===== src/rtl/mau_issue_if.sv =====
`default_nettype none
// ============================================================================
// Module   : mau_issue_if
// Purpose  : Bundles the RX-side push handshake, the decode-side issue
//            handshake, TX credit return, queue control and status of the
//            MAU issue scheduler.
// Modports : master - environment side (drives RX data, decode ready,
//                     tx_done, flush, drain_req; observes status)
//            slave  - scheduler side (mau_issue_ctrl)
// Revision : 1.0 - initial release
// ============================================================================
interface mau_issue_if #(
  parameter int DEPTH        = 4,
  parameter int MAX_INFLIGHT = 2
);
  localparam int c_QW = $clog2(DEPTH) + 1;
  localparam int c_IW = $clog2(MAX_INFLIGHT + 1);

  logic            in_valid;
  logic            in_ready;
  logic [39:0]     in_instr;
  logic            out_valid;
  logic            out_ready;
  logic [39:0]     out_instr;
  logic            tx_done;
  logic            flush;
  logic            drain_req;
  logic            drained;
  logic [c_QW-1:0] q_count;
  logic [c_IW-1:0] inflight;
  logic [7:0]      drop_cnt;
  logic            drop_pulse;

  modport master (
    output in_valid, in_instr, out_ready, tx_done, flush, drain_req,
    input  in_ready, out_valid, out_instr, drained, q_count, inflight,
           drop_cnt, drop_pulse
  );

  modport slave (
    input  in_valid, in_instr, out_ready, tx_done, flush, drain_req,
    output in_ready, out_valid, out_instr, drained, q_count, inflight,
           drop_cnt, drop_pulse
  );
endinterface
`default_nettype wire


===== src/rtl/mau_issue_ctrl.sv =====
`default_nettype none
// ============================================================================
// Module   : mau_issue_ctrl
// Purpose  : Issue scheduler between MAU RX and decode. Buffers 40-bit
//            instructions in a DEPTH-entry FIFO, issues them only while the
//            number of issued-but-not-transmitted results is below
//            MAX_INFLIGHT (credits returned by tx_done), drops opcodes above
//            OP_MAX, supports a synchronous flush and a drain/quiesce mode.
// Ports    : clk   - clock
//            rst_n - asynchronous active-low reset
//            bus   - mau_issue_if.slave (RX push, decode issue, tx_done,
//                    flush, drain_req, drained, q_count, inflight,
//                    drop_cnt, drop_pulse)
// Revision : 1.0 - initial release
// ============================================================================
module mau_issue_ctrl #(
  parameter int         DEPTH        = 4,
  parameter int         MAX_INFLIGHT = 2,
  parameter logic [7:0] OP_MAX       = 8'h0F
) (
  input wire logic   clk,
  input wire logic   rst_n,
  mau_issue_if.slave bus
);

  localparam int c_PW = $clog2(DEPTH);
  localparam int c_QW = c_PW + 1;
  localparam int c_IW = $clog2(MAX_INFLIGHT + 1);

  localparam logic [c_QW-1:0] c_DEPTH   = c_QW'(DEPTH);
  localparam logic [c_IW-1:0] c_MAX_INF = c_IW'(MAX_INFLIGHT);

  localparam logic [1:0] c_ST_RUN     = 2'd0;
  localparam logic [1:0] c_ST_DRAIN   = 2'd1;
  localparam logic [1:0] c_ST_DRAINED = 2'd2;

  logic [39:0]     r_mem [DEPTH];
  logic [c_PW-1:0] r_wr_ptr;
  logic [c_PW-1:0] r_rd_ptr;
  logic [c_QW-1:0] r_count;
  logic [c_IW-1:0] r_inflight;
  logic [7:0]      r_drop_cnt;
  logic            r_drop_pulse;
  logic [1:0]      r_state;
  logic [1:0]      w_state_nxt;

  logic w_in_ready;
  logic w_out_valid;
  logic w_drained;
  logic w_legal;
  logic w_accept;
  logic w_push;
  logic w_drop;
  logic w_pop;
  logic w_credit;

  // --------------------------------------------------------------------------
  // Mode FSM: state register
  // --------------------------------------------------------------------------
  always_ff @(posedge clk or negedge rst_n) begin
    if (!rst_n) begin
      r_state <= c_ST_RUN;
    end else begin
      r_state <= w_state_nxt;
    end
  end

  // --------------------------------------------------------------------------
  // Mode FSM: next state. Dropping drain_req always wins, so an abandoned
  // drain returns straight to RUN.
  // --------------------------------------------------------------------------
  always_comb begin
    w_state_nxt = r_state;
    case (r_state)
      c_ST_RUN: begin
        if (bus.drain_req) w_state_nxt = c_ST_DRAIN;
      end
      c_ST_DRAIN: begin
        if (!bus.drain_req) begin
          w_state_nxt = c_ST_RUN;
        end else if ((r_count == '0) && (r_inflight == '0)) begin
          w_state_nxt = c_ST_DRAINED;
        end
      end
      c_ST_DRAINED: begin
        if (!bus.drain_req) w_state_nxt = c_ST_RUN;
      end
      default: w_state_nxt = c_ST_RUN;
    endcase
  end

  // --------------------------------------------------------------------------
  // Mode FSM: outputs. Handshakes depend only on registered state plus the
  // flush strobe, so a full FIFO never accepts in the same cycle it pops.
  // --------------------------------------------------------------------------
  always_comb begin
    w_in_ready  = (r_state == c_ST_RUN) && (r_count < c_DEPTH) && !bus.flush;
    w_out_valid = (r_count != '0) && (r_inflight < c_MAX_INF) &&
                  !bus.flush && (r_state != c_ST_DRAINED);
    w_drained   = (r_state == c_ST_DRAINED);
  end

  // --------------------------------------------------------------------------
  // Handshake decode
  // --------------------------------------------------------------------------
  assign w_legal  = (bus.in_instr[39:32] <= OP_MAX);
  assign w_accept = bus.in_valid && w_in_ready;
  assign w_push   = w_accept && w_legal;
  assign w_drop   = w_accept && !w_legal;
  assign w_pop    = w_out_valid && bus.out_ready;
  // A credit return with nothing outstanding is meaningless and is ignored.
  assign w_credit = bus.tx_done && (r_inflight != '0);

  // --------------------------------------------------------------------------
  // Entry storage; contents need no reset because out_valid gates them.
  // --------------------------------------------------------------------------
  always_ff @(posedge clk) begin
    if (w_push) begin
      r_mem[r_wr_ptr] <= bus.in_instr;
    end
  end

  // --------------------------------------------------------------------------
  // Pointers and occupancy. DEPTH is a power of two so pointers wrap
  // naturally.
  // --------------------------------------------------------------------------
  always_ff @(posedge clk or negedge rst_n) begin
    if (!rst_n) begin
      r_wr_ptr <= '0;
      r_rd_ptr <= '0;
      r_count  <= '0;
    end else if (bus.flush) begin
      r_wr_ptr <= '0;
      r_rd_ptr <= '0;
      r_count  <= '0;
    end else begin
      if (w_push) r_wr_ptr <= r_wr_ptr + c_PW'(1);
      if (w_pop)  r_rd_ptr <= r_rd_ptr + c_PW'(1);
      case ({w_push, w_pop})
        2'b10:   r_count <= r_count + c_QW'(1);
        2'b01:   r_count <= r_count - c_QW'(1);
        default: r_count <= r_count;
      endcase
    end
  end

  // --------------------------------------------------------------------------
  // Credit counter. Not cleared by flush: already-issued work still has to
  // leave through TX.
  // --------------------------------------------------------------------------
  always_ff @(posedge clk or negedge rst_n) begin
    if (!rst_n) begin
      r_inflight <= '0;
    end else if (w_pop && !w_credit) begin
      r_inflight <= r_inflight + c_IW'(1);
    end else if (!w_pop && w_credit) begin
      r_inflight <= r_inflight - c_IW'(1);
    end
  end

  // --------------------------------------------------------------------------
  // Illegal-opcode accounting (saturating counter plus one-cycle pulse)
  // --------------------------------------------------------------------------
  always_ff @(posedge clk or negedge rst_n) begin
    if (!rst_n) begin
      r_drop_cnt   <= '0;
      r_drop_pulse <= 1'b0;
    end else begin
      r_drop_pulse <= w_drop;
      if (w_drop && (r_drop_cnt != 8'hFF)) begin
        r_drop_cnt <= r_drop_cnt + 8'd1;
      end
    end
  end

  // --------------------------------------------------------------------------
  // Outputs
  // --------------------------------------------------------------------------
  assign bus.in_ready   = w_in_ready;
  assign bus.out_valid  = w_out_valid;
  assign bus.out_instr  = r_mem[r_rd_ptr];
  assign bus.drained    = w_drained;
  assign bus.q_count    = r_count;
  assign bus.inflight   = r_inflight;
  assign bus.drop_cnt   = r_drop_cnt;
  assign bus.drop_pulse = r_drop_pulse;

endmodule
`default_nettype wire

===== src/flat_wrapper.sv =====
// flat-port wrapper written by rule: the top's interface ports become plain ports
module mau_issue_ctrl_flat 
#(
  parameter int         DEPTH        = 4,
  parameter int         MAX_INFLIGHT = 2,
  parameter logic [7:0] OP_MAX       = 8'h0F
)
  (clk, rst_n, bus_in_valid, bus_in_instr, bus_out_ready, bus_tx_done, bus_flush, bus_drain_req, bus_in_ready, bus_out_valid, bus_out_instr, bus_drained, bus_q_count, bus_inflight, bus_drop_cnt, bus_drop_pulse);
  mau_issue_if #(.DEPTH(DEPTH), .MAX_INFLIGHT(MAX_INFLIGHT)) bus_i ();
  input wire logic clk;
  input wire logic rst_n;
  input wire logic [$bits(bus_i.in_valid)-1:0] bus_in_valid;
  input wire logic [$bits(bus_i.in_instr)-1:0] bus_in_instr;
  input wire logic [$bits(bus_i.out_ready)-1:0] bus_out_ready;
  input wire logic [$bits(bus_i.tx_done)-1:0] bus_tx_done;
  input wire logic [$bits(bus_i.flush)-1:0] bus_flush;
  input wire logic [$bits(bus_i.drain_req)-1:0] bus_drain_req;
  output wire logic [$bits(bus_i.in_ready)-1:0] bus_in_ready;
  output wire logic [$bits(bus_i.out_valid)-1:0] bus_out_valid;
  output wire logic [$bits(bus_i.out_instr)-1:0] bus_out_instr;
  output wire logic [$bits(bus_i.drained)-1:0] bus_drained;
  output wire logic [$bits(bus_i.q_count)-1:0] bus_q_count;
  output wire logic [$bits(bus_i.inflight)-1:0] bus_inflight;
  output wire logic [$bits(bus_i.drop_cnt)-1:0] bus_drop_cnt;
  output wire logic [$bits(bus_i.drop_pulse)-1:0] bus_drop_pulse;
  assign bus_i.in_valid = bus_in_valid;
  assign bus_i.in_instr = bus_in_instr;
  assign bus_i.out_ready = bus_out_ready;
  assign bus_i.tx_done = bus_tx_done;
  assign bus_i.flush = bus_flush;
  assign bus_i.drain_req = bus_drain_req;
  assign bus_in_ready = bus_i.in_ready;
  assign bus_out_valid = bus_i.out_valid;
  assign bus_out_instr = bus_i.out_instr;
  assign bus_drained = bus_i.drained;
  assign bus_q_count = bus_i.q_count;
  assign bus_inflight = bus_i.inflight;
  assign bus_drop_cnt = bus_i.drop_cnt;
  assign bus_drop_pulse = bus_i.drop_pulse;
  mau_issue_ctrl #(.DEPTH(DEPTH), .MAX_INFLIGHT(MAX_INFLIGHT), .OP_MAX(OP_MAX)) u_core (.clk(clk), .rst_n(rst_n), .bus(bus_i));
endmodule

===== config.mk =====
export PLATFORM = sky130hd
export DESIGN_NAME = mau_issue_ctrl_flat
export DESIGN_NICKNAME = d
export VERILOG_FILES = /design/src/rtl/mau_issue_if.sv /design/src/rtl/mau_issue_ctrl.sv /design/src/flat_wrapper.sv
export SDC_FILE = /design/constraint.sdc
export NUM_CORES = 1
export LEC_CHECK = 0
export BUFFER_PORTS_ARGS = -buffer_cell sky130_fd_sc_hd__buf_2
export CAP_MARGIN = 30
export CORE_MARGIN = 2
export CORE_UTILIZATION = 25
export DETAILED_ROUTE_END_ITERATION = 8
export SLEW_MARGIN = 20
export SYNTH_ARGS = -nofsm -noshare
export SYNTH_HDL_FRONTEND = slang
export SYNTH_SLANG_ARGS = --single-unit

===== constraint.sdc =====
create_clock -name clk -period 3.58 [get_ports clk]
set_clock_uncertainty 0.1 [all_clocks]
set_input_delay 0.895 -clock clk [delete_from_list [all_inputs] [get_ports clk]]
set_output_delay 0.895 -clock clk [all_outputs]
set_load 0.05 [all_outputs]

## Word level (Yosys, flattened, before mapping)

Memory sizes are Yosys's and may differ from the RTL's.
Cells that the tools add are included.

| cells by class | value |
|---|---|
| muxes and demuxes | 15 |
| reduce and logical (&&, ||, !) cells | 28 |
| add/subtract/negate cells | 7 |
| order comparisons | 3 |
| eq/ne operators | 9 |

Operators with widths:

| operator | number |
|---|---|
| two-way mux 2 bit | 10 |
| logical AND 1 bit | 14 |
| adder 8 x 1 -> 8 bit, second input constant | 1 |
| <= comparator 8 x 4 -> 1 bit, second input constant | 1 |
| inequality test 8 bit, second input constant | 1 |
| nonzero test 2 bit | 4 |
| adder 2 x 1 -> 2 bit, second input constant | 3 |
| inequality test 2 bit, second input constant | 3 |
| one-hot mux 2 bit (3 select lines) | 1 |
| one-hot mux 3 bit (2 select lines) | 1 |
| nonzero test 3 bit | 2 |
| equality test 2 x 1 -> 1 bit, second input constant | 2 |
| equality test 2 bit, second input constant | 2 |
| zero test 1 bit | 4 |
| zero test 2 bit | 2 |
| adder 3 x 1 -> 3 bit, second input constant | 1 |
| zero test 3 bit | 1 |
| < comparator 3 bit, second input constant | 1 |
| two-way mux 3 bit | 1 |
| inequality test 3 x 2 -> 1 bit, second input constant | 1 |
| AND reduction 3 bit | 1 |
| subtractor 3 x 1 -> 3 bit, second input constant | 1 |
| < comparator 2 bit, second input constant | 1 |
| two-way mux 1 bit | 2 |
| subtractor 2 x 1 -> 2 bit, second input constant | 1 |

| word-level totals | value |
|---|---|
| input bits | 47 |
| flip-flop bits (word level) | 20 |
| memories | 1 |
| memory bits (writable) | 160 |
| output and inout port bits | 57 |
| word-level logic and storage cells | 70 |

Memory list:

| name | words | width | rd ports | clocked after Yosys merged registers in | write ports | line | text |
|---|---|---|---|---|---|---|---|
| u_core.r_mem | 4 | 40 | 1 | 0 | 1 | mau_issue_ctrl.sv:37 | `logic [39:0] r_mem [DEPTH];` |

## Depth between registers and ports, before layout

Gate-level depths: netlist of run 1.

| depth | value |
|---|---|
| depth in word-level cells | 9 |
| gate-level depth with buffers | 10 |
| depth with buffers taken out | 8 |

## Worst setup path after synthesis of run 1

No wires, ideal clock.

| timing path | value |
|---|---|
| path type | in2reg |
| from | input port bus_flush |
| to | memory u_core.r_mem[1][0] (enable) |
| setup slack | -70 ps |
| setup time | 401 ps |
| path buffers | 2 |
| arrival time | 3149 ps |
| required time | 3079 ps |
| stages on the path | 5 |
| cells stage by stage | buf_6 > nor4_4 > and3_1 > buf_6 > and2_1 |

| between the ends | value |
|---|---|
| cells in the longest elaborated chain, start to end | 6 |

Ends and longest elaborated chain:

| what | line | text |
|---|---|---|
| from (decl) | flat_wrapper.sv:16 | `input wire logic [$bits(bus_i.flush)-1:0] bus_flush;` |
| zero test 1 bit | mau_issue_ctrl.sv:97 | `w_in_ready = (r_state == c_ST_RUN) && (r_count < c_DEPTH) && !bus.flush;` |
| logical AND 1 bit | mau_issue_ctrl.sv:97 |  |
| named net bus_in_ready | flat_wrapper.sv:18 | `output wire logic [$bits(bus_i.in_ready)-1:0] bus_in_ready;` |
| logical AND 1 bit | mau_issue_ctrl.sv:107 | `assign w_accept = bus.in_valid && w_in_ready;` |
| logical AND 1 bit | mau_issue_ctrl.sv:108 | `assign w_push = w_accept && w_legal;` |
| two-way mux 1 bit | mau_issue_ctrl.sv:118 | `if (w_push) begin` |
| two-way mux 1 bit (not written as such) | mau_issue_ctrl.sv:119 | `r_mem[r_wr_ptr] <= bus.in_instr;` |
| to (decl) | mau_issue_ctrl.sv:37 |  |

The timed path passes the listed nets, and every way through them passes these cells.

## Worst setup path in the final report of run 1

| timing path | value |
|---|---|
| from | register u_core.r_rd_ptr[0] |
| to | output port bus_out_instr[20] |

| between the ends | value |
|---|---|
| cells in the longest elaborated chain, start to end | 1 |

Ends and longest elaborated chain:

| what | line | text |
|---|---|---|
| from (decl) | mau_issue_ctrl.sv:39 | `logic [c_PW-1:0] r_rd_ptr;` |
| from (signal assigned) | mau_issue_ctrl.sv:138 | `if (w_pop) r_rd_ptr <= r_rd_ptr + c_PW'(1);` |
| memory (4 x 40 bit) | - |  |
| to (decl) | flat_wrapper.sv:20 | `output wire logic [$bits(bus_i.out_instr)-1:0] bus_out_instr;` |

No other way between the ends.

==> results of run 1 <==
[kinds of logic after synthesis]
logic type,after synthesis,synth area share
xor+xnor,13,0.0193
flops,180,0.771
compound gates,8,0.00873
simple gates,44,0.0376
fa+ha+maj,7,0.0138
buf+inv,19,0.0133
mux,43,0.136
[cell type report]
type                       instances  area, sq um
timing repair buffer             116          626
fill                            2560        18400
antenna                            1         2.50
sequential                       180         5310
tap                              341          427
inverter                           7         26.3
clock inverter                    14          223
multi-input combinational        115         1490
clock buffer                      18          429
[sequential cells by signal, indices dropped and copies added, names as in the netlist]
name,flops
u_core.bus.drop_cnt,8
u_core.bus.drop_pulse,1
u_core.bus.inflight,2
u_core.bus.q_count,3
u_core.r_mem,160
u_core.r_rd_ptr,2
u_core.r_state,2
u_core.r_wr_ptr,2
[worst max-delay path: cells and delay by family (launching register included)]
kind	cells	cell delay [ps]
mux	1	550
buf+inv	2	510
flops	1	720
[final timing paths]
check	start	end	slack (ps)	cells after the start
hold reg to reg	u_core.bus.drop_cnt[6]	u_core.bus.drop_cnt[6]	420	1
hold / removal	rst_n	u_core.r_wr_ptr[1]	320	1
min in group clk	u_core.bus.drop_cnt[6]	u_core.bus.drop_cnt[6]	420	1
max in group asynchronous	rst_n	u_core.r_rd_ptr[0]	2700	1
setup / recovery	u_core.r_rd_ptr[0]	bus_out_instr[20]	380	3
setup reg to reg	u_core.bus.q_count[0]	u_core.bus.q_count[2]	1130	8
[synthesized netlist by cell type]
cell / n / area share
a21oi_1: 2 / 0.0015
and2_1: 4 / 0.0036
and2b_1: 1 / 0.0011
and3_1: 2 / 0.0018
and3_2: 1 / 0.0011
and3b_1: 1 / 0.0013
buf_1: 4 / 0.0022
buf_2: 4 / 0.0029
buf_6: 2 / 0.0033
clkbuf_1: 2 / 0.0011
dfrtp_1: 20 / 0.073
edfxtp_1: 160 / 0.70
fa_1: 1 / 0.0029
ha_1: 6 / 0.011
inv_1: 6 / 0.0033
inv_2: 1 / 0.00055
mux2_2: 1 / 0.0016
mux2_4: 1 / 0.0022
mux2i_1: 1 / 0.0015
mux4_2: 40 / 0.13
nand2_1: 4 / 0.0022
nand2b_1: 2 / 0.0018
nand3_1: 5 / 0.0036
nand4_1: 5 / 0.0045
nor2_1: 9 / 0.0049
nor3_1: 3 / 0.0022
nor3b_1: 1 / 0.0011
nor4_1: 1 / 0.00091
nor4_4: 1 / 0.0031
o2111ai_2: 1 / 0.0022
o21a_1: 1 / 0.0011
o21ai_0: 2 / 0.0015
o22a_1: 1 / 0.0013
o311ai_0: 1 / 0.0013
or3_1: 2 / 0.0018
or4_1: 1 / 0.0011
or4b_1: 1 / 0.0015
xnor2_1: 4 / 0.0051
xnor2_4: 1 / 0.0040
xor2_1: 8 / 0.010
[metal layers]
layer  up-vias  track usage
li1       1526            -
met1      1763        0.118
met2        77        0.166
met3         8       0.0305
met4         0       0.0290
met5         -            0
[where the power goes]
group / total (mW) / leakage [nW] / switching [mW] / internal, mW
sequential: 2.40 / 1.70 / 0.0675 / 2.33
clock: 2.05 / 0.307 / 0.798 / 1.25
combinational: 0.416 / 0.967 / 0.291 / 0.125
[through the flow]
step / instance area, sq um / total power, mW / setup slack (ps) / cells
after floorplan: 6890 / 2.73 / 234 / 314
after global placement: 7880 / 2.85 / 570 / 759
after detailed placement: 7880 / 2.86 / 483 / 759
after CTS: 8530 / 4.93 / 289 / 791
after global routing: 8530 / 5.05 / 223 / 791
final: 8530 / 4.87 / 376 / 792
==> impl_metrics.yaml, run 1 <==
outcome:
  status: "finished, final reports clean"
final_layout:
  nets: 491
  fin_util: 0.317
  final_layout_size_suffix_gt1_frac: 0.442
  area_growth_pct: 24.0
  layout_commonest_cell: "edfxtp_1"
  final_cell_mix: "edfxtp_1 (160), buf_2 (103), mux4_2 (40)"
cts:
  cts_tree: "built"
  clk_pin_slew_ps: 70
  cts_hold_buffers: 0
  cts_made_buffers: 17
  clk_latency_ps: 420
  cts.path.max_buffers: 2
  post_cts_resized: 0
  cts_setup_buffers: 0
  h-tree-depth: 4
  clockRootBuffer: "clkbuf_16"
  cts_sinks: 180
drt:
  drtIter0Drc: 249
  firstDrtPassIters: 4
  wl_met3_um: 637
  vias: 3374
  drc_errors: 0
  met2_length_mm: 6.92
  wire_per_inst_um: 16.8
  via_per_inst: 4.26
  drtAntennaViolNets: 0
  dr.max_layer_used: "met4"
  wl_mm: 13.3
  drt-met1-wl_mm: 5.63
placement:
  numPortBuffers: 103
  gp_congestion: 0.770
  post-dp-hpwl_mm: 8.75
sta:
  fmax_mhz: 312
  fin_setup_tns_ps: 0
  relSlewSlack: 0.667
  setup_viol: 0
  rsz0062_at_grt: "false"
  slew_violations: 0
  fin_crit_sh: 0.895
  min_period_ps: 3200
  hold_violations: 0
  worst_pin_slew_ps: 500
  hold_slack_ps: 321
pwr:
  p_leak_nw: 2.97
  power_density_mw_per_mm2: 570
  max-vdd-ir-drop_uv: 528
run:
  max_cap_viol_count: 0
global_route:
  grt_pass1_vias: 3707
  grt_usage: 0.0969
  antenna_found_initial: 0
  grt_max_degree: 24
  grt_pass1_wl_mm: 20.9
  grt_overflow: 0
synth:
  ys_seq_elements: 180
  synth_nets: 368
  seq_area_frac_synth: 0.771
  avgSynthCellArea_sq_um: 21.9
  yosys_warnings: 0
  syn_area_sq_mm: 0.00688
  synthCells: 314
  yosysUniqueCellTypes: 40
floorplanning:
  initial_core_util: 0.255
  io_pins: 104
  fp.dieH_um: 170
  core.rowCount: 60
  die_w_um: 170
  core_sq_mm: 0.0270
  die-area_sq_mm: 0.0289
worst_setup_path:
  cp_cell_sequence: "buf_12 -> mux4_2 -> buf_2"
  critical_path_arrival_ps: 2210
  critPathMaxFanout: 23
  crit_type: "reg -> out"
  crit_path_max_incr_delay_ps: 720
  endpoint_kind: "primary output"
  cp-start-kind: "flop"
  critPathSlowestCell: "dfrtp_4"
  crit_required_ps: 2580
hold_path:
  hold_class: "in -> async"
(Power assumes the default switching activity.)
==> inputs of run 2 (changes only) <==
--- a/config.mk
+++ b/config.mk
@@ -5,11 +5,13 @@
 export SDC_FILE = /design/constraint.sdc
 export NUM_CORES = 1
 export LEC_CHECK = 0
+export ABC_AREA = 1
 export BUFFER_PORTS_ARGS = -buffer_cell sky130_fd_sc_hd__buf_2
 export CAP_MARGIN = 30
 export CORE_MARGIN = 2
 export CORE_UTILIZATION = 25
 export DETAILED_ROUTE_END_ITERATION = 8
+export GPL_ROUTABILITY_DRIVEN = 0
 export SLEW_MARGIN = 20
 export SYNTH_ARGS = -nofsm -noshare
 export SYNTH_HDL_FRONTEND = slang
==> impl_metrics.yaml, run 2 <==
outcome:
  status: "finished, final reports clean"
synth:
  synth_nets: 591
  netlist_top_cells_area: "edfxtp_1 (68%), dfrtp_1 (7.0%), o21ai_0 (6.3%)"
  yosys_warnings: 0
  synth_top_area_frac: 0.676
  async_flop_share: 0.111
  synth_edf_count: 160
  synth-main-ff-cell: "edfxtp_1"
  yosysUniqueCellTypes: 29
  avgSynthCellArea_sq_um: 13.2
  yosysMostFrequentCell: "edfxtp_1"
  yosysTopAreaCell: "edfxtp_1"
  ys_seq_elements: 180
  synth_commonest_cells: "edfxtp_1 (160), nor2_1 (94), o21ai_0 (89)"
  seq_area_frac_synth: 0.747
  syn_area_sq_mm: 0.00710
  synthCells: 537
cts:
  cts_hold_buffers: 0
  cts_tree: "built"
  clk_latency_ps: 420
  cts_sinks: 180
  cts_made_buffers: 17
  h-tree-depth: 4
  clockRootBuffer: "clkbuf_16"
  clk_pin_slew_ps: 70
  post_cts_resized: 0
  cts_setup_buffers: 0
  cts.path.max_buffers: 2
worst_setup_path:
  cp-start-kind: "flop"
  crit_required_ps: 2580
  critPathMaxFanout: 32
  endpoint_kind: "primary output"
  crit_type: "reg -> out"
  critical_path_arrival_ps: 2290
hold_path:
  hold_class: "in -> async"
drt:
  met2_length_mm: 7.67
  wl_mm: 15.9
  firstDrtPassIters: 4
  via_per_inst: 4.32
  drt-met1-wl_mm: 7.22
  wire_per_inst_um: 15.3
  dr.max_layer_used: "met5"
  drtIter0Drc: 267
  drtAntennaViolNets: 0
  drc_errors: 0
  vias: 4487
  wl_met3_um: 752
floorplanning:
  core_sq_mm: 0.0279
  initial_core_util: 0.255
  fp.dieH_um: 173
  core.rowCount: 61
  die-area_sq_mm: 0.0298
  io_pins: 104
  die_w_um: 173
final_layout:
  final_cell_mix: "edfxtp_1 (160), buf_2 (103), nor2_1 (90)"
  final_layout_size_suffix_gt1_frac: 0.255
  layout_commonest_cell: "edfxtp_1"
  regMostFlops: "u_core.r_mem"
  area_growth_pct: 23.4
  final_area_sq_mm: 0.00877
  nets: 701
  largest_reg_flops: 160
sta:
  rsz0062_at_grt: "false"
  hold_violations: 0
  slew_violations: 0
  worst_pin_slew_ps: 663
  fmax_mhz: 305
  relSlewSlack: 0.555
  setup_slack_ps: 299
  min_period_ps: 3280
  setup_viol: 0
  fin_crit_sh: 0.916
global_route:
  grt_pass1_wl_mm: 25.3
  grt_overflow: 0
  grt_usage: 0.109
  antenna_found_initial: 3
  grt_pass1_vias: 4519
  grt_max_degree: 53
run:
  max_cap_viol_count: 0
pwr:
  max-vdd-ir-drop_uv: 363
  power_density_mw_per_mm2: 599
  p_leak_nw: 3.21
placement:
  post-dp-hpwl_mm: 10.1
  dp_slack_ps: 621
  numPortBuffers: 103
  dpl_cell_area_sq_mm: 0.00819
run 2: cell types whose count changed after synthesis, sizes merged, moves of 3 or more:
cell,delta
clkbuf,+22
nand2,+32
o21ai,+87
nor2,+91
and3,-3
buf,-9
and2,-4
nand3,+6
xor2,-4
inv,+23
o22ai,+40
mux4,-40
run 2: kinds of logic after synthesis:
| group | count (synthesis) | share of synthesized area |
|---|---|---|
| AO/OA/AOI/OAI | 131 | 0.0993 |
| XOR/XNOR | 9 | 0.0111 |
| adder cells (fa/ha/maj) | 7 | 0.0134 |
| buffers and inverters | 56 | 0.0308 |
| flip-flops | 180 | 0.747 |
| AND/OR/NAND/NOR | 154 | 0.0985 |
run 2: per-layer routing:
metal | track usage | up-vias
met5 | 0 | -
met4 | 0.0353 | 4
met3 | 0.0292 | 20
met2 | 0.180 | 96
li1 | - | 2162
met1 | 0.140 | 2205
run 2: worst paths after layout:
kind	start	endpoint	slack (ps)	depth (start not counted)
max	u_core.r_rd_ptr[0]	bus_out_instr[29]	300	5
min	rst_n	u_core.bus.inflight[0]	330	1
max reg2reg	u_core.bus.q_count[2]	u_core.r_mem[0][30]	1390	6
min reg2reg	u_core.r_state[1]	u_core.r_state[0]	420	1
max in group asynchronous	rst_n	u_core.r_rd_ptr[0]	2680	1
min in group clk	u_core.r_state[1]	u_core.r_state[0]	420	1
run 2: area by class of cell:
cell class / instances / area, sq um
fill: 2808 / 19100
tap: 378 / 473
inverter: 31 / 121
clock inverter: 13 / 146
multi-input combinational: 301 / 1610
clock buffer: 19 / 433
timing repair buffer: 116 / 676
antenna: 1 / 2.50
sequential: 180 / 5310
run 2: per-stage QoR:
stage	hold slack (ps)	std cells	power, mW	utilization	setup TNS [ps]
after floorplan	376	537	3.21	-	-11640
after global placement	395	1006	3.48	0.294	0
after detailed placement	414	1006	3.49	0.294	0
after CTS	330	1038	5.32	0.315	0
after global routing	347	1038	5.48	0.315	0
final	332	1039	5.26	0.315	0
run 2: report_power, final:
group	switching, mW	total, mW	internal, mW
registers	0.0908	2.44	2.35
clock network	0.836	1.82	0.985
logic	0.747	0.996	0.249
total	1.67	5.26	3.58
run 2: critical path, stage by stage (launching register included):
cell and delay (ps):
dfrtp_2 620, inv_2 260, buf_4 320, o21ai_0 120
o22ai_1 210, buf_2 320
